===== src/rtl/display_scan_sequencer.sv =====
// display_scan_sequencer
// Scans four 4-bit digits onto a 1-to-4 demux. Each slot lasts DIV cycles;
// the first BLANK cycles keep demux_en low so the outgoing digit never ghosts
// onto the incoming position. Digit updates land in a shadow buffer and are
// copied to the active buffer only while idle or on a frame boundary.
//
// Handshake: load is a single-cycle strobe with no back-pressure; each strobe
// overwrites the shadow buffer and marks it pending, so only the latest load
// before a transfer point is ever displayed.
module display_scan_sequencer #(
    parameter int DIV   = 8,
    parameter int BLANK = 2
) (
    input  logic        clk,
    input  logic        reset,
    input  logic        en,
    input  logic        load,
    input  logic [15:0] data_in,
    output logic [1:0]  sel,
    output logic        demux_en,
    output logic [3:0]  nibble_out,
    output logic        frame_done,
    output logic [1:0]  fsm_state
);

    localparam logic [1:0] IDLE  = 2'd0;
    localparam logic [1:0] BLNK  = 2'd1;
    localparam logic [1:0] DRIVE = 2'd2;

    localparam int CW = $clog2(DIV);
    localparam logic [CW-1:0] CNT_LAST   = CW'(DIV - 1);
    localparam logic [CW-1:0] BLANK_LAST = CW'((BLANK > 0) ? (BLANK - 1) : 0);

    // With no blanking a slot starts directly in the drive phase.
    localparam logic [1:0] START_STATE = (BLANK == 0) ? DRIVE : BLNK;
    localparam logic       START_EN    = (BLANK == 0) ? 1'b1 : 1'b0;

    logic [1:0]    state;
    logic [CW-1:0] cnt;
    logic [15:0]   shadow;
    logic [15:0]   active;
    logic          pending;

    logic          running;
    logic          boundary;
    logic          apply;
    logic [15:0]   active_next;

    // Slot 0 occupies the most significant nibble.
    function automatic logic [3:0] digit(input logic [15:0] word, input logic [1:0] slot);
        case (slot)
            2'd0:    digit = word[15:12];
            2'd1:    digit = word[11:8];
            2'd2:    digit = word[7:4];
            default: digit = word[3:0];
        endcase
    endfunction

    // Frame boundary decode and shadow-to-active transfer decision.
    always_comb begin
        running     = (state != IDLE);
        boundary    = running && (cnt == CNT_LAST) && (sel == 2'b11);
        apply       = pending && (!running || boundary);
        active_next = apply ? shadow : active;
    end

    assign frame_done = boundary;
    assign fsm_state  = state;

    // Double buffer: a load coinciding with a transfer goes to the shadow and
    // stays pending, while active takes the previous shadow contents.
    always_ff @(posedge clk or posedge reset) begin
        if (reset) begin
            shadow  <= '0;
            active  <= '0;
            pending <= 1'b0;
        end else begin
            active <= active_next;
            if (load) begin
                shadow  <= data_in;
                pending <= 1'b1;
            end else if (apply) begin
                pending <= 1'b0;
            end
        end
    end

    // Scan state machine: slot counter, select, enable and digit registers.
    always_ff @(posedge clk or posedge reset) begin
        if (reset) begin
            state      <= IDLE;
            cnt        <= '0;
            sel        <= 2'b00;
            demux_en   <= 1'b0;
            nibble_out <= 4'h0;
        end else begin
            case (state)
                BLNK, DRIVE: begin
                    if (!en) begin
                        // Abandon the partial frame and return to idle outputs.
                        state      <= IDLE;
                        cnt        <= '0;
                        sel        <= 2'b00;
                        demux_en   <= 1'b0;
                        nibble_out <= 4'h0;
                    end else if (cnt == CNT_LAST) begin
                        state      <= START_STATE;
                        cnt        <= '0;
                        sel        <= sel + 2'd1;
                        demux_en   <= START_EN;
                        nibble_out <= digit(active_next, sel + 2'd1);
                    end else begin
                        cnt <= cnt + CW'(1);
                        if (state == BLNK && cnt == BLANK_LAST) begin
                            state    <= DRIVE;
                            demux_en <= 1'b1;
                        end
                    end
                end
                default: begin
                    if (en) begin
                        state      <= START_STATE;
                        cnt        <= '0;
                        sel        <= 2'b00;
                        demux_en   <= START_EN;
                        nibble_out <= digit(active_next, 2'b00);
                    end else begin
                        state      <= IDLE;
                        cnt        <= '0;
                        sel        <= 2'b00;
                        demux_en   <= 1'b0;
                        nibble_out <= 4'h0;
                    end
                end
            endcase
        end
    end

endmodule


===== config.mk =====
export PLATFORM = sky130hd
export DESIGN_NAME = display_scan_sequencer
export DESIGN_NICKNAME = d
export VERILOG_FILES = /design/src/rtl/display_scan_sequencer.sv
export SDC_FILE = /design/constraint.sdc
export NUM_CORES = 1
export LEC_CHECK = 0
export CAP_MARGIN = 20
export CORE_ASPECT_RATIO = 0.6
export CORE_MARGIN = 3
export CORE_UTILIZATION = 50
export CTS_BUF_LIST = sky130_fd_sc_hd__clkbuf_8
export DETAILED_ROUTE_END_ITERATION = 16
export PLACE_DENSITY = 0.85
export SETUP_SLACK_MARGIN = 0.2
export SLEW_MARGIN = 20
export SYNTH_ARGS = -nofsm -noshare
export SYNTH_HDL_FRONTEND = slang
export SYNTH_SLANG_ARGS = --single-unit

===== constraint.sdc =====
create_clock -name clk -period 2.4 [get_ports clk]
set_clock_uncertainty 0.1 [all_clocks]
set_input_delay 0.36 -clock clk [delete_from_list [all_inputs] [get_ports clk]]
set_output_delay 0.36 -clock clk [all_outputs]
set_load 0.03 [all_outputs]

==> metrics.cfg, run 1 <==
[clock_tree]
cts_sinks = 44
cts-htree-levels = 2
cts_buffers = 5
cts_max_path_buffers = 2
cts.clk_slew.worst_paths_ps = 80
clk_latency_ps = 300
cts_root_buf = clkbuf_8
holdBufCountCts = 0
cts_tree = done

[finish]
drive_above_1_share_pct = 33.33
diodes = 0
final_cell_area_sq_um = 2643
multi_input_area_sq_um = 908.4
nFillCells = 261
register_area_sq_um = 1106
layout.nets = 231
final_util_pct = 69.41
area.growth.synth_to_final_pct = 29.17

[job]
maxCapViolCount = 0

[critical_path]
crit_chain = ha_2, ha_4, a21o_1, nand2_4, buf_6, mux2_4, a221o_1, a32o_1
slowest_stage = dfrtp_1
path_buf_inv = 1
path_class = reg2reg
r2r_cells = 8
rrSetupSlack_ps = 90
r2r-start = cnt[1]
critPathArrivalTime_ps = 2400
max_stage_delay_ps = 390
reg2reg_to = nibble_out[2]
critical_path.top_delay_family = compound AO/OA/AOI/OAI gates
crit_path_end_kind = flop
worstPathRequired_ps = 2490
path_max_fanout = 5
start_kind = flop

[global_routing]
grt_pass1_vias = 1497
grt-ovfl-total = 0
grt_usage_pct = 19.44
grt_max_degree = 45
grt_pass1_wl_um = 7286
antenna_found_initial = 0

[outcome]
status = complete, no violations

[floorplan]
rows = 17
die_y_um = 55.55
die_w_um = 88.58
coreArea_sq_um = 3807
initial_utilization_pct = 53.73
die_area_sq_um = 4920
io_pins = 30

[routing]
ant_nets = 0
drt-pass1-iter-count = 4
drc_errors = 0
wl_per_cell_um = 17.48
vias = 1392
drt-initial-drc-count = 87
viasPerCell = 5.613
drt_wl_total_um = 4335

[timing]
setup_viol = 0
fmax_mhz = 433.8
post-route-min-period_ps = 2305
period_share_pct = 96.06
timing.final.max_slew_violations = 0
slew_headroom_pct = 63.58
tightest_slew_ps = 546.3
rsz0062_at_grt = yes
hold_violations = 0

[placed_design]
dp_hpwl_um = 2883
gp_congestion = 0.8515
io_buffers = 29
place_area_sq_um = 2409

[synth]
ys_seq_area_share_pct = 53.82
syn_area_per_cell_sq_um = 13.03
synth_area_leaders = dfrtp_1 (54%), mux2_2 (15%), ha_1 (6.7%), a221o_1 (2.4%), mux2_4 (2.2%)
yosys_warnings = 0
synth_cells = 157
synth_area_sq_um = 2046
synth_nets = 188
ys_seq_elements = 44
synth_top_area_share_pct = 53.82
yosys.area.top_type = dfrtp_1
synth_cell_types = 31

[power_and_ir_drop]
cellLeakagePower_nw = 1.173
internal-power_mw = 2.031
sw_frac_of_total_pct = 32.63
power.total_mw = 3.015
ir_drop_uv = 426.9
p_seq_share_pct = 36.5
power_frac_comb_pct = 45.4
clockPowerShare_pct = 18.2
power.density_nw_per_um2 = 1141
switching_power_mw = 0.9837

[hold_path]
min_path_type = in2async

## what timing repair did
action / in CTS / in global routing
pin swaps: 9 / 3
setup endpoints to repair: 5 / 5
buffers inserted: 8 / 2
gates resized for setup: 16 / 4
## worst max path at each step
stage	start	endpoint	slack (ps)	depth (start not counted)
after floorplan	cnt[0]	nibble_out[0]	180	8
after detailed placement	cnt[0]	nibble_out[3]	-20	7
after global routing	cnt[1]	nibble_out[1]	60	9
final	cnt[1]	nibble_out[2]	90	8
after global placement	cnt[0]	nibble_out[3]	70	7
after CTS	cnt[1]	nibble_out[2]	110	8
## kinds of logic after synthesis
logic type / count (synthesis) / synth area share (%)
AOI/OAI and AO/OA: 26 / 9.787
buffers and inverters: 18 / 3.914
adders and majority gates: 11 / 6.728
xor gates and xnor gates: 1 / 0.4282
DFF: 44 / 53.82
and+or+nand+nor: 21 / 5.199
muxes: 36 / 20.12
## worst register-to-register path, stage by stage (launching register included)
cell     delay, ps
dfrtp_1        390
ha_2           200
ha_4           150
a21o_1         190
nand2_4        110
buf_6          150
mux2_4         330
a221o_1        320
a32o_1         250
## placed cells by master, fill, tap and decap left out, drive strengths merged
master         synthesis  routed
or2                    4       4
a21oi                  6       6
o21bai                 1       1
nand3b                 1       1
a22oi                  1       1
mux2                  32      32
inv                    9      10
nor3b                  1       1
o2bb2ai                1       1
a221o                  5       5
buf                    6      16
o21ai                  3       3
clkdlybuf4s50          0      28
nor3                   2       2
a21o                   1       1
clkbuf                 3       6
a22o                   3       3
o31ai                  1       1
xnor2                  1       1
bufinv                 0       1
dfrtp                 44      44
a32o                   4       4
mux2i                  4       4
nor2                   4       4
nand2                  7       7
and3                   2       2
clkinv                 0       1
ha                    11      11
## synth_stat cells, drive strengths merged
master / number
dfrtp: 44
mux2: 32
ha: 11
inv: 9
nand2: 7
a21oi: 6
buf: 6
a221o: 5
a32o: 4
mux2i: 4
nor2: 4
or2: 4
a22o: 3
clkbuf: 3
o21ai: 3
and3: 2
nor3: 2
a21o: 1
a22oi: 1
nand3b: 1
nor3b: 1
o21bai: 1
o2bb2ai: 1
o31ai: 1
xnor2: 1
## metrics by stage
stage	TNS, ps	hold WS [ps]	instances	worst slack [ps]
6_report	0	384.2	248	94.62
3_5_place_dp	-16.03	383.7	230	-16.03
4_1_cts	0	402.1	246	111.8
2_1_floorplan	0	349.0	157	184.9
3_3_place_gp	0	359.3	230	71.93
5_1_grt	0	412.0	248	59.80
## power groups by stage
stage          clock network [mW]  logic, mW  registers (mW)
2_1_floorplan                   0      0.727            1.16
3_3_place_gp                    0       1.05            1.09
3_5_place_dp                    0       1.09            1.11
4_1_cts                     0.567       1.31            1.09
5_1_grt                     0.600       1.46            1.12
6_report                    0.547       1.37            1.10
## sequential cells by signal, indices dropped and copies added, names as in the netlist
signal	cells
active	16
cnt	3
demux_en	1
fsm_state	1
nibble_out	4
pending	1
sel	2
shadow	16
## cell type report
type                            count  share of cell area (%)
Clock inverter                      3                   1.468
Sequential cell                    44                   41.86
Timing Repair Buffer               45                   16.19
Inverter                            9                   1.278
Clock buffer                        5                   2.604
Tap cell                           47                   2.225
Multi-Input combinational cell     95                   34.38
## layer usage
layer  up-vias  share of wire [%]  global-route usage, %
met5         -                  0                      0
met4         0                1.6                  5.819
met3         9                5.6                  5.067
met2        44                 47                  30.35
met1       698                 45                  26.59
li1        641                  -                      -
No activity file was read; power rests on OpenSTA's default activity.
==> run 2, diff against run 1 <==
==> constraint.sdc (replaced) <==
create_clock -name clk -period 2.4 [get_ports clk]
set_clock_uncertainty 0.1 [all_clocks]
set_input_delay 0.36 -clock clk [delete_from_list [all_inputs] [get_ports clk]]
set_output_delay 0.36 -clock clk [all_outputs]
set_load 0.1 [all_outputs]
==> metrics.cfg, run 2 (same netlist as run 1, synthesis figures left out) <==
[placed_design]
io_buffers = 29  ; unchanged
dp_hpwl_um = 3166  ; +9.8%
dp_cells = 229  ; -0.43%
gp_congestion = 0.8348  ; -2.0%

[finish]
multi_input_area_sq_um = 930.9  ; +2.5%
final_util_pct = 71.18  ; +1.8 points
diodes = 0  ; unchanged
top_regs = active (16), shadow (16), nibble_out (4)
nFillCells = 266  ; +1.9%
register_area_sq_um = 1116  ; +0.91%
area.growth.synth_to_final_pct = 32.48
final_cell_mix = dfrtp_1 (40), mux2_2 (24), buf_4 (20)
layout.nets = 230  ; -0.43%
instances_no_fill = 247  ; -0.40%
drive_above_1_share_pct = 38.50  ; +5.2 points
layout_commonest_cell = dfrtp_1

[critical_path]
r2r-start = cnt[1]
rrSetupSlack_ps = 80  ; about the same
max_stage_delay_ps = 400  ; about the same
critPathArrivalTime_ps = 2400  ; about the same
reg2reg_to = nibble_out[2]
path_max_fanout = 5  ; unchanged
start_kind = flop
r2r_cells = 9  ; +1
worstPathRequired_ps = 2490  ; about the same
path_class = reg2reg
crit_chain = ha_2, ha_4, a21o_1, nand2_4, buf_12, buf_16, mux2_2, or2_1, a32o_1
slowest_stage = dfrtp_1
crit_path_end_kind = flop

[clock_tree]
cts-htree-levels = 2  ; unchanged
cts_sinks = 44  ; unchanged
cts_buffers = 5  ; unchanged
cts.clk_slew.worst_paths_ps = 80  ; about the same
holdBufCountCts = 0  ; unchanged
cts_tree = done
clk_latency_ps = 300  ; about the same
cts_root_buf = clkbuf_8
cts_max_path_buffers = 2  ; unchanged

[timing]
hold_ws_ps = 396.7  ; +12.50 ps
slew_headroom_pct = 63.33  ; -0.26 points
timing.final.max_slew_violations = 0  ; unchanged
post-route-min-period_ps = 2317  ; +11.52 ps
period_share_pct = 96.54  ; +0.48 points
rsz0062_at_grt = yes
tightest_slew_ps = 550.1  ; +3.846 ps
setup_viol = 0  ; unchanged
tns_ps = 0  ; unchanged
hold_violations = 0  ; unchanged
fmax_mhz = 431.6  ; -0.50%

[global_routing]
grt-ovfl-total = 0  ; unchanged
grt_pass1_vias = 1514  ; +1.1%
grt_max_degree = 45  ; unchanged
grt_usage_pct = 20.41  ; +0.97 points
grt_pass1_wl_um = 7527  ; +3.3%
antenna_found_initial = 0  ; unchanged

[floorplan]
initial_utilization_pct = 53.73  ; unchanged
die_w_um = 88.58  ; unchanged
die_y_um = 55.55  ; unchanged
io_pins = 30  ; unchanged
coreArea_sq_um = 3807  ; unchanged
die_area_sq_um = 4920  ; unchanged
rows = 17  ; unchanged

[routing]
viasPerCell = 5.640  ; +0.48%
wl_per_cell_um = 18.57  ; +6.3%
ant_nets = 0  ; unchanged
drt-pass1-iter-count = 4  ; unchanged
vias = 1393  ; +0.072%
drt_wl_total_um = 4588  ; +5.8%
drt-initial-drc-count = 36  ; -59%
drc_errors = 0  ; unchanged

[job]
maxCapViolCount = 0  ; unchanged

[power_and_ir_drop]
p_seq_share_pct = 31.8  ; -4.7 points
sw_frac_of_total_pct = 38.12  ; +5.5 points
internal-power_mw = 2.155  ; +6.1%
cellLeakagePower_nw = 1.207  ; +2.9%
power_frac_comb_pct = 50.2  ; +4.8 points
power.density_nw_per_um2 = 1285  ; +13%
ir_drop_uv = 443.9  ; +4.0%
clockPowerShare_pct = 17.9  ; -0.3 points
power.total_mw = 3.483  ; +16%
switching_power_mw = 1.328  ; +35%

[hold_path]
min_path_type = in2async

[outcome]
status = complete, no violations

run 2: changes by cell type in the layout (fill, tap and decap cells not counted), moves of 3 or more:
cell / delta
buf_12: +3
dfrtp_2: -4
buf_6: -3
dfrtp_4: +4
clkdlybuf4s50_1: -9
buf_4: +9
run 2: layout make-up:
type                    instances  share of cell area, %
inverters                       9                  1.431
clock inverters                 1                  1.108
repair buffers                 44                  16.20
clock buffers                   7                  3.555
well taps                      47                  2.170
flip-flops and latches         44                  41.18
multi-input cells              95                  34.35
run 2: metrics by stage:
step	worst slack (ps)	cell area, sq um
2_1_floorplan	87.23	2097
3_3_place_gp	102.8	2437
3_5_place_dp	-16.67	2437
4_1_cts	71.90	2695
5_1_grt	22.39	2710
6_report	83.11	2710
run 2: what timing repair did:
action                                 CTS  global route
endpoints found under the hold margin    0             0
buffers inserted                         8             1
pin swaps                                6             8
setup endpoints to repair                4             4
cloned                                   1             0
resized for setup                        8             3
run 2: critical path: cells and delay by family, from the launching register on:
| family | cells | cell delay, ps |
|---|---|---|
| flops | 1 | 400 |
| compound gates | 2 | 470 |
| simple gates | 2 | 310 |
| buf+inv | 2 | 210 |
| fa+ha+maj | 2 | 360 |
| mux | 1 | 340 |
run 2: worst max path at each step:
stage	from	end	cells past startpoint
after CTS	cnt[1]	nibble_out[0]	8
after global routing	cnt[1]	nibble_out[2]	8
after global placement	cnt[0]	nibble_out[0]	8
final	cnt[1]	nibble_out[2]	9
after floorplan	cnt[0]	frame_done	5
after detailed placement	cnt[0]	nibble_out[0]	8
run 2: per-layer routing:
| layer | part of all wire [%] | vias to the layer above | GRT usage (%) |
|---|---|---|---|
| met4 | 1.7 | 0 | 6.466 |
| met5 | 0 | - | 0 |
| met1 | 45 | 704 | 26.65 |
| met2 | 46 | 41 | 33.12 |
| li1 | - | 639 | - |
| met3 | 6.7 | 9 | 5.216 |
run 2: power groups by stage:
stage,Sequential (mW),Combinational [mW],Clock (mW)
finish,1.11,1.75,0.624
global route,1.13,1.84,0.661
detailed placement,1.13,1.45,0
global placement,1.11,1.38,0
floorplan,1.42,0.805,0
CTS,1.10,1.71,0.632
==> run 3, diff against run 2 <==
--- a/config.mk
+++ b/config.mk
@@ -11,7 +11,7 @@
 export CORE_UTILIZATION = 50
 export CTS_BUF_LIST = sky130_fd_sc_hd__clkbuf_8
 export DETAILED_ROUTE_END_ITERATION = 16
-export PLACE_DENSITY = 0.85
+export PLACE_DENSITY = 0.78
 export SETUP_SLACK_MARGIN = 0.2
 export SLEW_MARGIN = 20
 export SYNTH_ARGS = -nofsm -noshare
==> metrics.cfg, run 3 (same netlist as run 1, synthesis figures left out) <==
[floorplan]
coreArea_sq_um = 3807  ; unchanged
die_y_um = 55.55  ; unchanged
die_area_sq_um = 4920  ; unchanged
rows = 17  ; unchanged
initial_utilization_pct = 53.73  ; unchanged
io_pins = 30  ; unchanged
die_w_um = 88.58  ; unchanged

[critical_path]
crit_path_end_kind = flop
start_kind = flop
path_max_fanout = 5  ; unchanged
worstPathRequired_ps = 2490  ; about the same
max_stage_delay_ps = 390  ; about the same
slowest_stage = dfrtp_1
path_class = reg2reg
crit_chain = ha_2, ha_4, a21o_4, nand2_8, mux2_4, a221o_1, a32o_1
critPathArrivalTime_ps = 2350  ; -50 ps

[power_and_ir_drop]
power_frac_comb_pct = 49.2  ; -1.0 points
p_seq_share_pct = 32.7  ; +0.9 points
ir_drop_uv = 602.8  ; +36%
power.density_nw_per_um2 = 1263  ; -1.7%
cellLeakagePower_nw = 1.196  ; -0.92%
switching_power_mw = 1.310  ; -1.4%
sw_frac_of_total_pct = 38.42  ; +0.30 points
clockPowerShare_pct = 18.2  ; +0.3 points
internal-power_mw = 2.099  ; -2.6%

[clock_tree]
cts_buffers = 5  ; unchanged
cts_sinks = 44  ; unchanged
cts.clk_slew.worst_paths_ps = 80  ; about the same
clk_latency_ps = 300  ; about the same
cts_root_buf = clkbuf_8
holdBufCountCts = 0  ; unchanged
cts_max_path_buffers = 2  ; unchanged
cts_tree = done
cts-htree-levels = 2  ; unchanged

[placed_design]
place_area_sq_um = 2425  ; -0.51%
preCtsSetupSlack_ps = -37.49  ; -20.82 ps
gp_congestion = 0.8067  ; -3.4%
io_buffers = 29  ; unchanged
dp_hpwl_um = 2918  ; -7.8%

[routing]
viasPerCell = 5.451  ; -3.3%
vias = 1341  ; -3.7%
drt-pass1-iter-count = 4  ; unchanged
drc_errors = 0  ; unchanged
drt-initial-drc-count = 81  ; +130%
ant_nets = 0  ; unchanged
wl_per_cell_um = 17.57  ; -5.4%
drt_wl_total_um = 4321  ; -5.8%

[finish]
final_cell_area_sq_um = 2698  ; -0.46%
final_cell_mix = dfrtp_1 (40), mux2_2 (23), clkdlybuf4s50_1 (19), buf_4 (19), mux2_4 (9)
drive_above_1_share_pct = 38.69  ; +0.19 points
layout.nets = 229  ; -0.43%
final_util_pct = 70.85  ; -0.33 points
layout_commonest_cell = dfrtp_1
top_regs = active (16), shadow (16), nibble_out (4)
diodes = 0  ; unchanged
nFillCells = 244  ; -8.3%
area.growth.synth_to_final_pct = 31.87

[global_routing]
antenna_found_initial = 0  ; unchanged
grt_max_degree = 45  ; unchanged
grt_pass1_vias = 1473  ; -2.7%
grt_pass1_wl_um = 7203  ; -4.3%
grt_usage_pct = 19.11  ; -1.3 points
grt-ovfl-total = 0  ; unchanged

[timing]
timing.final.max_slew_violations = 0  ; unchanged
hold_ws_ps = 397.3  ; +0.6180 ps
tns_ps = 0  ; unchanged
rsz0062_at_grt = yes
tightest_slew_ps = 547.9  ; -2.232 ps
setup_viol = 0  ; unchanged
fmax_mhz = 443.0  ; +2.6%
post-route-min-period_ps = 2257  ; -59.46 ps
slew_headroom_pct = 63.48  ; +0.15 points
hold_violations = 0  ; unchanged
setup_ws_ps = 142.6  ; +59.46 ps
period_share_pct = 94.06  ; -2.5 points

[job]
maxCapViolCount = 0  ; unchanged

[outcome]
status = complete, no violations

[hold_path]
min_path_type = in2async

[run 3: power by group through the flow]
stage	clock network (mW)	registers (mW)	logic, mW
5_1_grt	0.661	1.14	1.78
6_report	0.619	1.11	1.68
3_5_place_dp	0	1.12	1.41
4_1_cts	0.630	1.11	1.56
3_3_place_gp	0	1.11	1.37
2_1_floorplan	0	1.42	0.805
[run 3: stage by stage]
step,std cells,power [mW]
2_1_floorplan,157,2.224
3_3_place_gp,229,2.481
3_5_place_dp,229,2.525
4_1_cts,243,3.298
5_1_grt,246,3.582
6_report,246,3.408
[run 3: per-layer routing]
layer  wire length (um)  up-vias  GRT usage [%]
li1                   -      639              -
met1               2000      658          25.33
met2               2036       35          30.46
met3                216        9          5.365
met4                 68        0          5.603
met5                  0        -              0
[run 3: cell type report]
cell class,instances,area (sq um),area share [%]
sequential,44,1116,41.37
multi-input combinational,96,962.2,35.67
timing repair buffer,42,395.4,14.66
clock buffer,7,96.34,3.571
tap,47,58.81,2.180
inverter,9,38.79,1.438
clock inverter,1,30.03,1.113
[run 3: worst paths after layout]
kind	from	to	slack (ps)	cells after the start
max in group asynchronous	reset	sel[1]	1360	3
hold reg to reg	active[9]	active[9]	400	1
min in group clk	active[9]	active[9]	400	1
hold / removal	reset	demux_en	400	3
setup / recovery	cnt[1]	nibble_out[2]	140	7
setup reg to reg	cnt[1]	nibble_out[2]	140	7
[run 3: repair_timing]
item,4_1_cts,5_1_grt
gates cloned,1,0
setup endpoints to repair,4,4
endpoints found under the hold margin,0,0
resized for setup,8,8
setup buffers,5,3
pin swaps,4,5
[run 3: worst max-delay path: cells and delay by family, from the launching register on]
family | cells | cell delay, ps
adder cells (fa/ha/maj) | 2 | 380
AO/OA/AOI/OAI | 3 | 860
multiplexers | 1 | 320
flip-flops | 1 | 390
AND/OR/NAND/NOR | 1 | 100
